==> src/rtl/xcfi_rvfi_tracer_if.sv <==
// xcfi_rvfi_tracer_if: pipeline-side hand-off, memory response, writeback and RVFI packet signals.
interface xcfi_rvfi_tracer_if #(parameter int XLEN = 32, parameter int ILEN = 32);
   logic            ex_valid, ex_ready, ex_mem_en, ex_mem_wen, ex_flush;
   logic [XLEN-1:0] ex_pc, ex_rs1_rdata, ex_rs2_rdata, ex_rs3_rdata, ex_mem_addr, ex_mem_wdata;
   logic [ILEN-1:0] ex_insn;
   logic [4:0]      ex_rs1_addr, ex_rs2_addr, ex_rs3_addr;
   logic [3:0]      ex_mem_strb;
   logic            mem_rsp_valid;
   logic [XLEN-1:0] mem_rsp_rdata;
   logic            wb_valid, wb_trap, wb_rd_wide;
   logic [4:0]      wb_rd_addr;
   logic [XLEN-1:0] wb_rd_wdata, wb_rd_wdatahi, wb_pc_wdata;
   logic            rvfi_valid, rvfi_trap, rvfi_intr, rvfi_halt, rvfi_rd_wide, trace_error;
   logic [63:0]     rvfi_order;
   logic [ILEN-1:0] rvfi_insn;
   logic [XLEN-1:0] rvfi_pc_rdata, rvfi_pc_wdata, rvfi_rs1_rdata, rvfi_rs2_rdata, rvfi_rs3_rdata;
   logic [4:0]      rvfi_rs1_addr, rvfi_rs2_addr, rvfi_rs3_addr, rvfi_rd_addr;
   logic [XLEN-1:0] rvfi_rd_wdata, rvfi_rd_wdatahi, rvfi_mem_addr, rvfi_mem_rdata, rvfi_mem_wdata;
   logic [3:0]      rvfi_mem_rmask, rvfi_mem_wmask;
   modport master (
      output ex_valid, ex_ready, ex_mem_en, ex_mem_wen, ex_flush, ex_pc, ex_rs1_rdata, ex_rs2_rdata,
             ex_rs3_rdata, ex_mem_addr, ex_mem_wdata, ex_insn, ex_rs1_addr, ex_rs2_addr, ex_rs3_addr,
             ex_mem_strb, mem_rsp_valid, mem_rsp_rdata, wb_valid, wb_trap, wb_rd_wide, wb_rd_addr,
             wb_rd_wdata, wb_rd_wdatahi, wb_pc_wdata,
      input  rvfi_valid, rvfi_trap, rvfi_intr, rvfi_halt, rvfi_rd_wide, trace_error, rvfi_order,
             rvfi_insn, rvfi_pc_rdata, rvfi_pc_wdata, rvfi_rs1_rdata, rvfi_rs2_rdata, rvfi_rs3_rdata,
             rvfi_rs1_addr, rvfi_rs2_addr, rvfi_rs3_addr, rvfi_rd_addr, rvfi_rd_wdata, rvfi_rd_wdatahi,
             rvfi_mem_addr, rvfi_mem_rdata, rvfi_mem_wdata, rvfi_mem_rmask, rvfi_mem_wmask
   );
   modport slave (
      input  ex_valid, ex_ready, ex_mem_en, ex_mem_wen, ex_flush, ex_pc, ex_rs1_rdata, ex_rs2_rdata,
             ex_rs3_rdata, ex_mem_addr, ex_mem_wdata, ex_insn, ex_rs1_addr, ex_rs2_addr, ex_rs3_addr,
             ex_mem_strb, mem_rsp_valid, mem_rsp_rdata, wb_valid, wb_trap, wb_rd_wide, wb_rd_addr,
             wb_rd_wdata, wb_rd_wdatahi, wb_pc_wdata,
      output rvfi_valid, rvfi_trap, rvfi_intr, rvfi_halt, rvfi_rd_wide, trace_error, rvfi_order,
             rvfi_insn, rvfi_pc_rdata, rvfi_pc_wdata, rvfi_rs1_rdata, rvfi_rs2_rdata, rvfi_rs3_rdata,
             rvfi_rs1_addr, rvfi_rs2_addr, rvfi_rs3_addr, rvfi_rd_addr, rvfi_rd_wdata, rvfi_rd_wdatahi,
             rvfi_mem_addr, rvfi_mem_rdata, rvfi_mem_wdata, rvfi_mem_rmask, rvfi_mem_wmask
   );
endinterface

==> src/rtl/xcfi_rvfi_tracer.sv <==
// xcfi_rvfi_tracer: 2-entry in-flight queue pairing execute state with memory and writeback,
// emitting one registered RVFI packet per retirement.
module xcfi_rvfi_tracer #(parameter int XLEN = 32, parameter int ILEN = 32) (
   input logic g_clk,
   input logic g_reset,
   xcfi_rvfi_tracer_if.slave tr
);
   typedef struct packed {
      logic [XLEN-1:0] pc;
      logic [ILEN-1:0] insn;
      logic [4:0]      rs1_addr, rs2_addr, rs3_addr;
      logic [XLEN-1:0] rs1_rdata, rs2_rdata, rs3_rdata, mem_addr, mem_wdata;
      logic [3:0]      rmask, wmask;
      logic            rsp_pending;
      logic [XLEN-1:0] rsp_data;
   } entry_t;
   entry_t      q [2];
   entry_t      hd, new_e;
   logic        head, tail, nxt;
   logic [1:0]  count;
   logic        intr_pend;
   logic [63:0] order_cnt;
   logic        push_req, push, pop, rsp_head, rsp_next, err;
   always_comb begin
      hd = q[head];
      nxt = head + 1'b1;
      new_e.pc = tr.ex_pc;
      new_e.insn = tr.ex_insn;
      new_e.rs1_addr = tr.ex_rs1_addr;
      new_e.rs2_addr = tr.ex_rs2_addr;
      new_e.rs3_addr = tr.ex_rs3_addr;
      new_e.rs1_rdata = tr.ex_rs1_rdata;
      new_e.rs2_rdata = tr.ex_rs2_rdata;
      new_e.rs3_rdata = tr.ex_rs3_rdata;
      new_e.mem_addr = tr.ex_mem_addr;
      new_e.mem_wdata = tr.ex_mem_wdata;
      new_e.rmask = tr.ex_mem_en && !tr.ex_mem_wen ? tr.ex_mem_strb : 4'h0;
      new_e.wmask = tr.ex_mem_en && tr.ex_mem_wen ? tr.ex_mem_strb : 4'h0;
      new_e.rsp_pending = |new_e.rmask;
      new_e.rsp_data = '0;
      push_req = tr.ex_valid && tr.ex_ready;
      pop = tr.wb_valid && count != 2'd0;
      push = push_req && !tr.ex_flush && (count != 2'd2 || pop);
      // A response always belongs to the oldest entry still waiting for one.
      rsp_head = tr.mem_rsp_valid && count != 2'd0 && hd.rsp_pending;
      rsp_next = tr.mem_rsp_valid && !rsp_head && count == 2'd2 && q[nxt].rsp_pending;
      err = (tr.mem_rsp_valid && !rsp_head && !rsp_next) || (tr.wb_valid && count == 2'd0) ||
            (push_req && !tr.ex_flush && count == 2'd2 && !pop) || (pop && hd.rsp_pending && !rsp_head);
   end
   always_ff @(posedge g_clk) begin
      tr.rvfi_halt <= 1'b0;
      if (g_reset) begin
         head <= 1'b0;
         tail <= 1'b0;
         count <= 2'd0;
         intr_pend <= 1'b0;
         order_cnt <= '0;
         tr.trace_error <= 1'b0;
         tr.rvfi_valid <= 1'b0;
         tr.rvfi_order <= '0;
         tr.rvfi_insn <= '0;
         tr.rvfi_pc_rdata <= '0;
         tr.rvfi_pc_wdata <= '0;
         tr.rvfi_trap <= 1'b0;
         tr.rvfi_intr <= 1'b0;
         tr.rvfi_rs1_addr <= '0;
         tr.rvfi_rs2_addr <= '0;
         tr.rvfi_rs3_addr <= '0;
         tr.rvfi_rs1_rdata <= '0;
         tr.rvfi_rs2_rdata <= '0;
         tr.rvfi_rs3_rdata <= '0;
         tr.rvfi_rd_addr <= '0;
         tr.rvfi_rd_wdata <= '0;
         tr.rvfi_rd_wide <= 1'b0;
         tr.rvfi_rd_wdatahi <= '0;
         tr.rvfi_mem_addr <= '0;
         tr.rvfi_mem_rmask <= '0;
         tr.rvfi_mem_wmask <= '0;
         tr.rvfi_mem_rdata <= '0;
         tr.rvfi_mem_wdata <= '0;
      end else begin
         tr.rvfi_valid <= pop;
         tr.trace_error <= tr.trace_error | err;
         if (pop) begin
            tr.rvfi_order <= order_cnt;
            order_cnt <= order_cnt + 64'd1;
            tr.rvfi_insn <= hd.insn;
            tr.rvfi_pc_rdata <= hd.pc;
            tr.rvfi_pc_wdata <= tr.wb_pc_wdata;
            tr.rvfi_trap <= tr.wb_trap;
            tr.rvfi_intr <= intr_pend;
            intr_pend <= tr.wb_trap;
            tr.rvfi_rs1_addr <= hd.rs1_addr;
            tr.rvfi_rs2_addr <= hd.rs2_addr;
            tr.rvfi_rs3_addr <= hd.rs3_addr;
            tr.rvfi_rs1_rdata <= hd.rs1_rdata;
            tr.rvfi_rs2_rdata <= hd.rs2_rdata;
            tr.rvfi_rs3_rdata <= hd.rs3_rdata;
            tr.rvfi_rd_addr <= tr.wb_trap ? 5'd0 : tr.wb_rd_addr;
            tr.rvfi_rd_wdata <= tr.wb_trap || tr.wb_rd_addr == 5'd0 ? '0 : tr.wb_rd_wdata;
            tr.rvfi_rd_wide <= !tr.wb_trap && tr.wb_rd_wide;
            tr.rvfi_rd_wdatahi <= !tr.wb_trap && tr.wb_rd_wide ? tr.wb_rd_wdatahi : '0;
            tr.rvfi_mem_addr <= hd.mem_addr;
            tr.rvfi_mem_rmask <= tr.wb_trap ? 4'h0 : hd.rmask;
            tr.rvfi_mem_wmask <= tr.wb_trap ? 4'h0 : hd.wmask;
            tr.rvfi_mem_rdata <= rsp_head ? tr.mem_rsp_rdata : hd.rsp_data;
            tr.rvfi_mem_wdata <= hd.mem_wdata;
         end
         if (rsp_head) begin
            q[head].rsp_pending <= 1'b0;
            q[head].rsp_data <= tr.mem_rsp_rdata;
         end
         if (rsp_next) begin
            q[nxt].rsp_pending <= 1'b0;
            q[nxt].rsp_data <= tr.mem_rsp_rdata;
         end
         if (push) q[tail] <= new_e;
         if (tr.ex_flush) begin
            head <= 1'b0;
            tail <= 1'b0;
            count <= 2'd0;
         end else begin
            head <= head + pop;
            tail <= tail + push;
            count <= count + 2'(push) - 2'(pop);
         end
      end
   end
endmodule

==> src/flat_wrapper.sv <==
// flat-port wrapper written by rule: the top's interface ports become plain ports
module xcfi_rvfi_tracer_flat 
#(parameter int XLEN = 32, parameter int ILEN = 32)
  (g_clk, g_reset, tr_ex_valid, tr_ex_ready, tr_ex_mem_en, tr_ex_mem_wen, tr_ex_flush, tr_ex_pc, tr_ex_rs1_rdata, tr_ex_rs2_rdata, tr_ex_rs3_rdata, tr_ex_mem_addr, tr_ex_mem_wdata, tr_ex_insn, tr_ex_rs1_addr, tr_ex_rs2_addr, tr_ex_rs3_addr, tr_ex_mem_strb, tr_mem_rsp_valid, tr_mem_rsp_rdata, tr_wb_valid, tr_wb_trap, tr_wb_rd_wide, tr_wb_rd_addr, tr_wb_rd_wdata, tr_wb_rd_wdatahi, tr_wb_pc_wdata, tr_rvfi_valid, tr_rvfi_trap, tr_rvfi_intr, tr_rvfi_halt, tr_rvfi_rd_wide, tr_trace_error, tr_rvfi_order, tr_rvfi_insn, tr_rvfi_pc_rdata, tr_rvfi_pc_wdata, tr_rvfi_rs1_rdata, tr_rvfi_rs2_rdata, tr_rvfi_rs3_rdata, tr_rvfi_rs1_addr, tr_rvfi_rs2_addr, tr_rvfi_rs3_addr, tr_rvfi_rd_addr, tr_rvfi_rd_wdata, tr_rvfi_rd_wdatahi, tr_rvfi_mem_addr, tr_rvfi_mem_rdata, tr_rvfi_mem_wdata, tr_rvfi_mem_rmask, tr_rvfi_mem_wmask);
  xcfi_rvfi_tracer_if #(.XLEN(XLEN), .ILEN(ILEN)) tr_i ();
  input logic g_clk;
  input logic g_reset;
  input wire logic [$bits(tr_i.ex_valid)-1:0] tr_ex_valid;
  input wire logic [$bits(tr_i.ex_ready)-1:0] tr_ex_ready;
  input wire logic [$bits(tr_i.ex_mem_en)-1:0] tr_ex_mem_en;
  input wire logic [$bits(tr_i.ex_mem_wen)-1:0] tr_ex_mem_wen;
  input wire logic [$bits(tr_i.ex_flush)-1:0] tr_ex_flush;
  input wire logic [$bits(tr_i.ex_pc)-1:0] tr_ex_pc;
  input wire logic [$bits(tr_i.ex_rs1_rdata)-1:0] tr_ex_rs1_rdata;
  input wire logic [$bits(tr_i.ex_rs2_rdata)-1:0] tr_ex_rs2_rdata;
  input wire logic [$bits(tr_i.ex_rs3_rdata)-1:0] tr_ex_rs3_rdata;
  input wire logic [$bits(tr_i.ex_mem_addr)-1:0] tr_ex_mem_addr;
  input wire logic [$bits(tr_i.ex_mem_wdata)-1:0] tr_ex_mem_wdata;
  input wire logic [$bits(tr_i.ex_insn)-1:0] tr_ex_insn;
  input wire logic [$bits(tr_i.ex_rs1_addr)-1:0] tr_ex_rs1_addr;
  input wire logic [$bits(tr_i.ex_rs2_addr)-1:0] tr_ex_rs2_addr;
  input wire logic [$bits(tr_i.ex_rs3_addr)-1:0] tr_ex_rs3_addr;
  input wire logic [$bits(tr_i.ex_mem_strb)-1:0] tr_ex_mem_strb;
  input wire logic [$bits(tr_i.mem_rsp_valid)-1:0] tr_mem_rsp_valid;
  input wire logic [$bits(tr_i.mem_rsp_rdata)-1:0] tr_mem_rsp_rdata;
  input wire logic [$bits(tr_i.wb_valid)-1:0] tr_wb_valid;
  input wire logic [$bits(tr_i.wb_trap)-1:0] tr_wb_trap;
  input wire logic [$bits(tr_i.wb_rd_wide)-1:0] tr_wb_rd_wide;
  input wire logic [$bits(tr_i.wb_rd_addr)-1:0] tr_wb_rd_addr;
  input wire logic [$bits(tr_i.wb_rd_wdata)-1:0] tr_wb_rd_wdata;
  input wire logic [$bits(tr_i.wb_rd_wdatahi)-1:0] tr_wb_rd_wdatahi;
  input wire logic [$bits(tr_i.wb_pc_wdata)-1:0] tr_wb_pc_wdata;
  output wire logic [$bits(tr_i.rvfi_valid)-1:0] tr_rvfi_valid;
  output wire logic [$bits(tr_i.rvfi_trap)-1:0] tr_rvfi_trap;
  output wire logic [$bits(tr_i.rvfi_intr)-1:0] tr_rvfi_intr;
  output wire logic [$bits(tr_i.rvfi_halt)-1:0] tr_rvfi_halt;
  output wire logic [$bits(tr_i.rvfi_rd_wide)-1:0] tr_rvfi_rd_wide;
  output wire logic [$bits(tr_i.trace_error)-1:0] tr_trace_error;
  output wire logic [$bits(tr_i.rvfi_order)-1:0] tr_rvfi_order;
  output wire logic [$bits(tr_i.rvfi_insn)-1:0] tr_rvfi_insn;
  output wire logic [$bits(tr_i.rvfi_pc_rdata)-1:0] tr_rvfi_pc_rdata;
  output wire logic [$bits(tr_i.rvfi_pc_wdata)-1:0] tr_rvfi_pc_wdata;
  output wire logic [$bits(tr_i.rvfi_rs1_rdata)-1:0] tr_rvfi_rs1_rdata;
  output wire logic [$bits(tr_i.rvfi_rs2_rdata)-1:0] tr_rvfi_rs2_rdata;
  output wire logic [$bits(tr_i.rvfi_rs3_rdata)-1:0] tr_rvfi_rs3_rdata;
  output wire logic [$bits(tr_i.rvfi_rs1_addr)-1:0] tr_rvfi_rs1_addr;
  output wire logic [$bits(tr_i.rvfi_rs2_addr)-1:0] tr_rvfi_rs2_addr;
  output wire logic [$bits(tr_i.rvfi_rs3_addr)-1:0] tr_rvfi_rs3_addr;
  output wire logic [$bits(tr_i.rvfi_rd_addr)-1:0] tr_rvfi_rd_addr;
  output wire logic [$bits(tr_i.rvfi_rd_wdata)-1:0] tr_rvfi_rd_wdata;
  output wire logic [$bits(tr_i.rvfi_rd_wdatahi)-1:0] tr_rvfi_rd_wdatahi;
  output wire logic [$bits(tr_i.rvfi_mem_addr)-1:0] tr_rvfi_mem_addr;
  output wire logic [$bits(tr_i.rvfi_mem_rdata)-1:0] tr_rvfi_mem_rdata;
  output wire logic [$bits(tr_i.rvfi_mem_wdata)-1:0] tr_rvfi_mem_wdata;
  output wire logic [$bits(tr_i.rvfi_mem_rmask)-1:0] tr_rvfi_mem_rmask;
  output wire logic [$bits(tr_i.rvfi_mem_wmask)-1:0] tr_rvfi_mem_wmask;
  assign tr_i.ex_valid = tr_ex_valid;
  assign tr_i.ex_ready = tr_ex_ready;
  assign tr_i.ex_mem_en = tr_ex_mem_en;
  assign tr_i.ex_mem_wen = tr_ex_mem_wen;
  assign tr_i.ex_flush = tr_ex_flush;
  assign tr_i.ex_pc = tr_ex_pc;
  assign tr_i.ex_rs1_rdata = tr_ex_rs1_rdata;
  assign tr_i.ex_rs2_rdata = tr_ex_rs2_rdata;
  assign tr_i.ex_rs3_rdata = tr_ex_rs3_rdata;
  assign tr_i.ex_mem_addr = tr_ex_mem_addr;
  assign tr_i.ex_mem_wdata = tr_ex_mem_wdata;
  assign tr_i.ex_insn = tr_ex_insn;
  assign tr_i.ex_rs1_addr = tr_ex_rs1_addr;
  assign tr_i.ex_rs2_addr = tr_ex_rs2_addr;
  assign tr_i.ex_rs3_addr = tr_ex_rs3_addr;
  assign tr_i.ex_mem_strb = tr_ex_mem_strb;
  assign tr_i.mem_rsp_valid = tr_mem_rsp_valid;
  assign tr_i.mem_rsp_rdata = tr_mem_rsp_rdata;
  assign tr_i.wb_valid = tr_wb_valid;
  assign tr_i.wb_trap = tr_wb_trap;
  assign tr_i.wb_rd_wide = tr_wb_rd_wide;
  assign tr_i.wb_rd_addr = tr_wb_rd_addr;
  assign tr_i.wb_rd_wdata = tr_wb_rd_wdata;
  assign tr_i.wb_rd_wdatahi = tr_wb_rd_wdatahi;
  assign tr_i.wb_pc_wdata = tr_wb_pc_wdata;
  assign tr_rvfi_valid = tr_i.rvfi_valid;
  assign tr_rvfi_trap = tr_i.rvfi_trap;
  assign tr_rvfi_intr = tr_i.rvfi_intr;
  assign tr_rvfi_halt = tr_i.rvfi_halt;
  assign tr_rvfi_rd_wide = tr_i.rvfi_rd_wide;
  assign tr_trace_error = tr_i.trace_error;
  assign tr_rvfi_order = tr_i.rvfi_order;
  assign tr_rvfi_insn = tr_i.rvfi_insn;
  assign tr_rvfi_pc_rdata = tr_i.rvfi_pc_rdata;
  assign tr_rvfi_pc_wdata = tr_i.rvfi_pc_wdata;
  assign tr_rvfi_rs1_rdata = tr_i.rvfi_rs1_rdata;
  assign tr_rvfi_rs2_rdata = tr_i.rvfi_rs2_rdata;
  assign tr_rvfi_rs3_rdata = tr_i.rvfi_rs3_rdata;
  assign tr_rvfi_rs1_addr = tr_i.rvfi_rs1_addr;
  assign tr_rvfi_rs2_addr = tr_i.rvfi_rs2_addr;
  assign tr_rvfi_rs3_addr = tr_i.rvfi_rs3_addr;
  assign tr_rvfi_rd_addr = tr_i.rvfi_rd_addr;
  assign tr_rvfi_rd_wdata = tr_i.rvfi_rd_wdata;
  assign tr_rvfi_rd_wdatahi = tr_i.rvfi_rd_wdatahi;
  assign tr_rvfi_mem_addr = tr_i.rvfi_mem_addr;
  assign tr_rvfi_mem_rdata = tr_i.rvfi_mem_rdata;
  assign tr_rvfi_mem_wdata = tr_i.rvfi_mem_wdata;
  assign tr_rvfi_mem_rmask = tr_i.rvfi_mem_rmask;
  assign tr_rvfi_mem_wmask = tr_i.rvfi_mem_wmask;
  xcfi_rvfi_tracer #(.XLEN(XLEN), .ILEN(ILEN)) u_core (.g_clk(g_clk), .g_reset(g_reset), .tr(tr_i));
endmodule
==> config.mk <==
export PLATFORM = sky130hd
export DESIGN_NAME = xcfi_rvfi_tracer_flat
export DESIGN_NICKNAME = d
export VERILOG_FILES = /design/src/rtl/xcfi_rvfi_tracer_if.sv /design/src/rtl/xcfi_rvfi_tracer.sv /design/src/flat_wrapper.sv
export SDC_FILE = /design/constraint.sdc
export NUM_CORES = 1
export LEC_CHECK = 0
export ABC_CLOCK_PERIOD_IN_PS = 20400
export BUFFER_PORTS_ARGS = -buffer_cell sky130_fd_sc_hd__clkbuf_2
export CORE_AREA = 2 2 322 324
export DETAILED_ROUTE_END_ITERATION = 10
export DIE_AREA = 0 0 324 326
export SLEW_MARGIN = 10
export SYNTH_ARGS = -nofsm -noshare
export SYNTH_HDL_FRONTEND = slang
export SYNTH_SLANG_ARGS = --single-unit
==> constraint.sdc <==
create_clock -name g_clk -period 20.4 [get_ports g_clk]
set_input_delay 1.02 -clock g_clk [delete_from_list [all_inputs] [get_ports g_clk]]
set_output_delay 1.02 -clock g_clk [all_outputs]
set_load 0.05 [all_outputs]
==> Yosys cells after proc, flatten, opt, wreduce, memory -nomap -nowiden <==
Memories as Yosys holds them, arrays and structs flattened. A register that Yosys moved wholly into a read port is not among the register bits.
Cells that the tools add are included.
{ "word_totals": {"regBits": 517, "latchBits": 0, "ram_bits": 560, "romBits": 0, "input_bits": 387, "output_inout_bits": 450, "n_memories": 1} }
{ "classes": {"add_sub_neg": 6, "n_mul": 0, "div": 0, "order_cmp": 0, "eq_ne": 2, "shift": 0, "n_mux": 21, "bitwise": 1, "n_reduce_logical": 35} }
{ "memory_table": {"columns": ["memory", "depth", "width", "rd", "rd_ports_with_merged_regs", "wr", "line_no", "rtl"], "rows": [
  ["u_core.q", 2, 280, 2, 1, 2, "xcfi_rvfi_tracer.sv:17", "entry_t q [2];"]
]} }
{ "ops": {"columns": ["cell", "count"], "rows": [
  ["two-way mux 280 bit", 1],
  ["OR reduction 280 bit", 1],
  ["two-way mux 32 bit", 3],
  ["adder 64 x 1 -> 64 bit, second input constant", 1],
  ["logical AND 1 bit", 18],
  ["two-way mux 4 bit", 4],
  ["two-way mux 1 bit", 11],
  ["logical NOT 1 bit", 6],
  ["logical NOT 5 bit", 1],
  ["logical OR 1 bit", 5],
  ["two-way mux 5 bit", 1],
  ["OR reduction 4 bit", 1],
  ["adder 1 bit", 2],
  ["adder 2 x 1 -> 2 bit", 1],
  ["== test 2 bit, second input constant", 1],
  ["logical NOT 2 bit", 1],
  ["two-way mux 2 bit", 1],
  ["!= test 2 bit, second input constant", 1],
  ["nonzero test 2 bit", 1],
  ["OR reduction 2 bit", 1],
  ["subtractor 2 x 1 -> 2 bit", 1],
  ["adder 1 bit, second input constant", 1],
  ["OR 1 bit", 1]
]} }

==> Logic depth before layout (Yosys ltp) <==
{ "logic_depth": {"depth_word": 13, "mapped_depth": 11, "depth_no_buf": 8} }

==> Worst setup path before layout <==
No wires, ideal clock.
{ "synth_timing": {"path_kind": "input port to flip-flop", "startpoint": "input tr_wb_valid", "endpoint": "memory u_core.q[1][100] in the netlist's numbering, enable pin", "setup_time_ns": 1.212, "arrival_time_ns": 19.417, "path_slack_ns": -0.229, "path_stages": 4, "path_buffers": 1, "cell_sequence": "buf_2 > nand2b_1 > o21ai_1 > nor3b_1"} }
{ "synth_lines": {"columns": ["item", "line_no", "rtl"], "rows": [
  ["from (decl)", "flat_wrapper.sv:26", "input wire logic [$bits(tr_i.wb_valid)-1:0] tr_wb_valid;"],
  ["to (decl)", "xcfi_rvfi_tracer.sv:17", null]
]} }

==> Worst setup path after layout <==
{ "layout_timing": {"startpoint": "register u_core.count[0]", "endpoint": "register u_core.tr.rvfi_pc_rdata[10] in the netlist's numbering"} }
{ "layout_via": {"elab_chain_cells": 2} }
{ "layout_lines": {"columns": ["item", "line_no", "rtl"], "rows": [
  ["from (decl)", "xcfi_rvfi_tracer.sv:20", "logic [1:0] count;"],
  ["from (signal assigned)", "xcfi_rvfi_tracer.sv:125", "count <= count + 2'(push) - 2'(pop);"],
  ["nonzero test 2 bit", "xcfi_rvfi_tracer.sv:42", "pop = tr.wb_valid && count != 2'd0;"],
  ["logical AND 1 bit", "xcfi_rvfi_tracer.sv:42", null],
  ["to (signal assigned)", "xcfi_rvfi_tracer.sv:88", "tr.rvfi_pc_rdata <= hd.pc;"],
  ["to (decl)", "xcfi_rvfi_tracer_if.sv:36", "rvfi_insn, rvfi_pc_rdata, rvfi_pc_wdata, rvfi_rs1_rdata, rvfi_rs2_rdata, rvfi_rs3_rdata,"]
]} }
No other way between the ends.
A chain may end at the register's enable or synchronous reset.

==> impl_metrics.toml <==
[critical_path]
r2r_slack_ns = 15.06
endpoint_kind = "register"
crit_type = "reg2reg"
cp_common_cell = "buf_4"
cp-start-kind = "register"
rr_worst_depth = 8
cp_max_fo = 155
worst_path_largest_cell_delay_ns = 0.91
r2r_end = "u_core.tr.rvfi_pc_rdata[10]$_SDFFE_PP0P_"
critical_path_required_ns = 21.00
worstReg2RegStart = "u_core.count[0]$_SDFF_PP0_"
critPathArrivalTime_ns = 5.94
critical_path.cell_chain = "o21ai_4 -> inv_8 -> buf_4 -> buf_4 -> buf_4 -> buf_4 -> nor2_1 -> a211oi_1"
slowest_stage = "buf_4"

[timing]
finalSetupViolCount = 0
drv_slew = 0
grt_setup_unrepaired = "no"
fmax_mhz = 187
relSlewSlack_pct = 15.6
fin_setup_tns_ns = 0
hold_viol_final = 0
post-route-min-period_ns = 5.34
worstMarginPinSlew_ns = 1.27
fin_crit_sh_pct = 26.2
fin_worst_skew_ns = 0.0535

[logic_synthesis]
yosys.area.top_type = "edfxtp_1"
netlist_area_um2 = 38300
ys_seq_area_share_pct = 69.2
yosys_register_bits = 1077
async_flop_share_pct = 0
yosys_most_used_dff = "dfxtp_1"
syn_nets = 3443
syn-mean-instance-area_um2 = 12.6
netlist.area_leader.share_pct = 38.8
ys_types = 57
yosys_warnings = 0
syn_inst = 3053
synthTopCellsByArea = "edfxtp_1 39%, dfxtp_1 30%, mux2i_1 7.3%, a211oi_1 4.7%, nor2_1 3.5%"
synth_edf_count = 496

[cts]
insertion_delay_ns = 0.72
htreeDepth = 3
post_cts_buffers = 0
root_buffer = "clkbuf_16"
path_clk_slew_ns = 0.06
clkSinkCount = 1077
cts_buffer_depth = 3
cts_resized = 0
cts_hold_buf = 0
cts_buffers = 110
cts_tree = "yes"

[cells_and_area]
seq_area_um2 = 26500
multiInputGateArea_um2 = 11000
drive_gt1_share_pct = 27.5
fin_area_um2 = 47500
fillers = 9400
most-common-layout-cells = "834 x clkbuf_2, 580 x dfxtp_1, 496 x edfxtp_1"
mostFrequentLayoutCell = "clkbuf_2"
fin_nets = 4198
area_growth_pct = 23.8

[place]
placedInstanceArea_um2 = 43700
globalplace.congestion = 0.801
portBuffers = 835
dp_hpwl_um = 68100

[min_path]
whs_path_depth = 2
hold_path_class = "reg2reg"
whs_endpoint = "u_core.tr.rvfi_rd_addr[0]$_SDFFE_PP0P_"
worstHoldStart = "u_core.tr.rvfi_rd_addr[0]$_SDFFE_PP0P_"

[floorplanning]
row_count = 118
ioPinCount = 837
core-area_um2 = 103000
initial_core_util_pct = 37.4
die_w_um = 324
dieArea_um2 = 106000
die_h_um = 326

[route]
first_pass_iters = 5
ant_nets = 0
drc = 0
vias = 26200
finalWirelength_um = 103000
dr.first_iter.drc_count = 1534
wire_per_inst_um = 19.5
via_per_inst = 4.96

[power_and_ir_drop]
p_leak_uw = 0.0171
vdd_drop_max_mv = 0.0876
p_per_area_nw_per_um2 = 96.4
total_power_uw = 4580

[global_routing]
gr-total-overflow = 0
grt_pass1_vias = 24800
grt_pass1_wl_um = 152000
grt_start_max_net_pins = 172
track_usage_pct = 18.7
antenna_found_initial = 29

[run]
max-cap-violations = 0

[run_status]
outcome = "finished clean"
-- stage by stage --
step	cells	setup slack, ns	hold WS, ns	util (%)
6_report	5296	15.06	0.449	46.2
5_1_grt	5293	14.50	0.436	46.2
4_1_cts	5282	15.04	0.426	46.2
3_5_place_dp	5076	14.41	0.444	42.6
3_3_place_gp	5076	14.51	0.439	42.6
2_1_floorplan	3053	1.10	0.440	-
-- sequential cells by signal (all words and copies together), names as in the netlist, 5 cells and up --
name                       flops
u_core.order_cnt              64
u_core.q                     560
u_core.tr.rvfi_insn           32
u_core.tr.rvfi_mem_addr       32
u_core.tr.rvfi_mem_rdata      32
u_core.tr.rvfi_mem_wdata      32
u_core.tr.rvfi_order          64
u_core.tr.rvfi_pc_rdata       32
u_core.tr.rvfi_pc_wdata       32
u_core.tr.rvfi_rd_addr         5
u_core.tr.rvfi_rd_wdata       32
u_core.tr.rvfi_rd_wdatahi     32
u_core.tr.rvfi_rs1_addr        5
u_core.tr.rvfi_rs1_rdata      32
u_core.tr.rvfi_rs2_addr        5
u_core.tr.rvfi_rs2_rdata      32
u_core.tr.rvfi_rs3_addr        5
u_core.tr.rvfi_rs3_rdata      32
-- synthesized netlist by cell type, types with 15 or more instances --
library cell	number
nand4_1	23
or3_1	22
a22oi_1	64
dfxtp_1	581
nand2_1	294
buf_2	19
nor3_1	18
xor2_1	25
nand3_1	20
o21ai_0	25
a22o_1	64
o211ai_1	33
a211oi_1	240
edfxtp_1	496
a21oi_1	178
nor2_1	355
clkbuf_1	187
mux2i_1	280
buf_1	15
-- kinds of logic (layout without fill, tap and decap cells) --
group,after synthesis,in the layout,synth area share [%]
DFF,1077,1077,69.2
adders and majority gates,3,3,0.0979
buffers and inverters,234,1083,2.38
AOI/OAI and AO/OA,623,623,11.1
muxes,281,281,7.34
xor gates and xnor gates,34,34,0.777
and+or+nand+nor,800,800,9.10
other,1,15,0.00978
-- layer usage --
layer  track usage [%]  share of wire (%)  routed length, µm
met1              22.8                 40              41600
met2              30.7                 48              50000
met3              6.81                8.4               8660
met4              6.26                2.8               2930
met5                 0               0.19                201
-- worst max-delay path, delay by kind of cell, from the launching register on --
family / cells / cell delay, ns
buf+inv: 5 / 3.80
flops: 1 / 0.57
compound gates: 2 / 0.39
simple gates: 1 / 0.09
-- cell type report --
class / instances / area share [%]
Clock inverter: 53 / 1.14
Inverter: 11 / 0.103
Timing Repair Buffer: 866 / 9.40
Antenna cell: 14 / 0.0738
Multi-Input combinational cell: 1742 / 23.1
Clock buffer: 153 / 6.65
Sequential cell: 1077 / 55.9
Tap cell: 1380 / 3.64
-- report_power, final --
group	switching, µW	internal [µW]
sequential	18.8	2300
combinational	167	72.6
clock	850	1170
-- how the worst max path moves through the flow --
stage / to / start
after floorplan: u_core.q[0][100]$_DFFE_PP_ / tr_wb_valid
after global placement: u_core.tr.rvfi_rs3_rdata[30]$_SDFFE_PP0P_ / tr_wb_valid
after detailed placement: u_core.tr.rvfi_pc_rdata[10]$_SDFFE_PP0P_ / tr_wb_valid
after CTS: u_core.tr.rvfi_rs3_rdata[25]$_SDFFE_PP0P_ / u_core.count[0]$_SDFF_PP0_
after global routing: u_core.tr.rvfi_pc_rdata[21]$_SDFFE_PP0P_ / u_core.count[0]$_SDFF_PP0_
final: u_core.tr.rvfi_pc_rdata[10]$_SDFFE_PP0P_ / u_core.count[0]$_SDFF_PP0_
(Power assumes the default switching activity.)
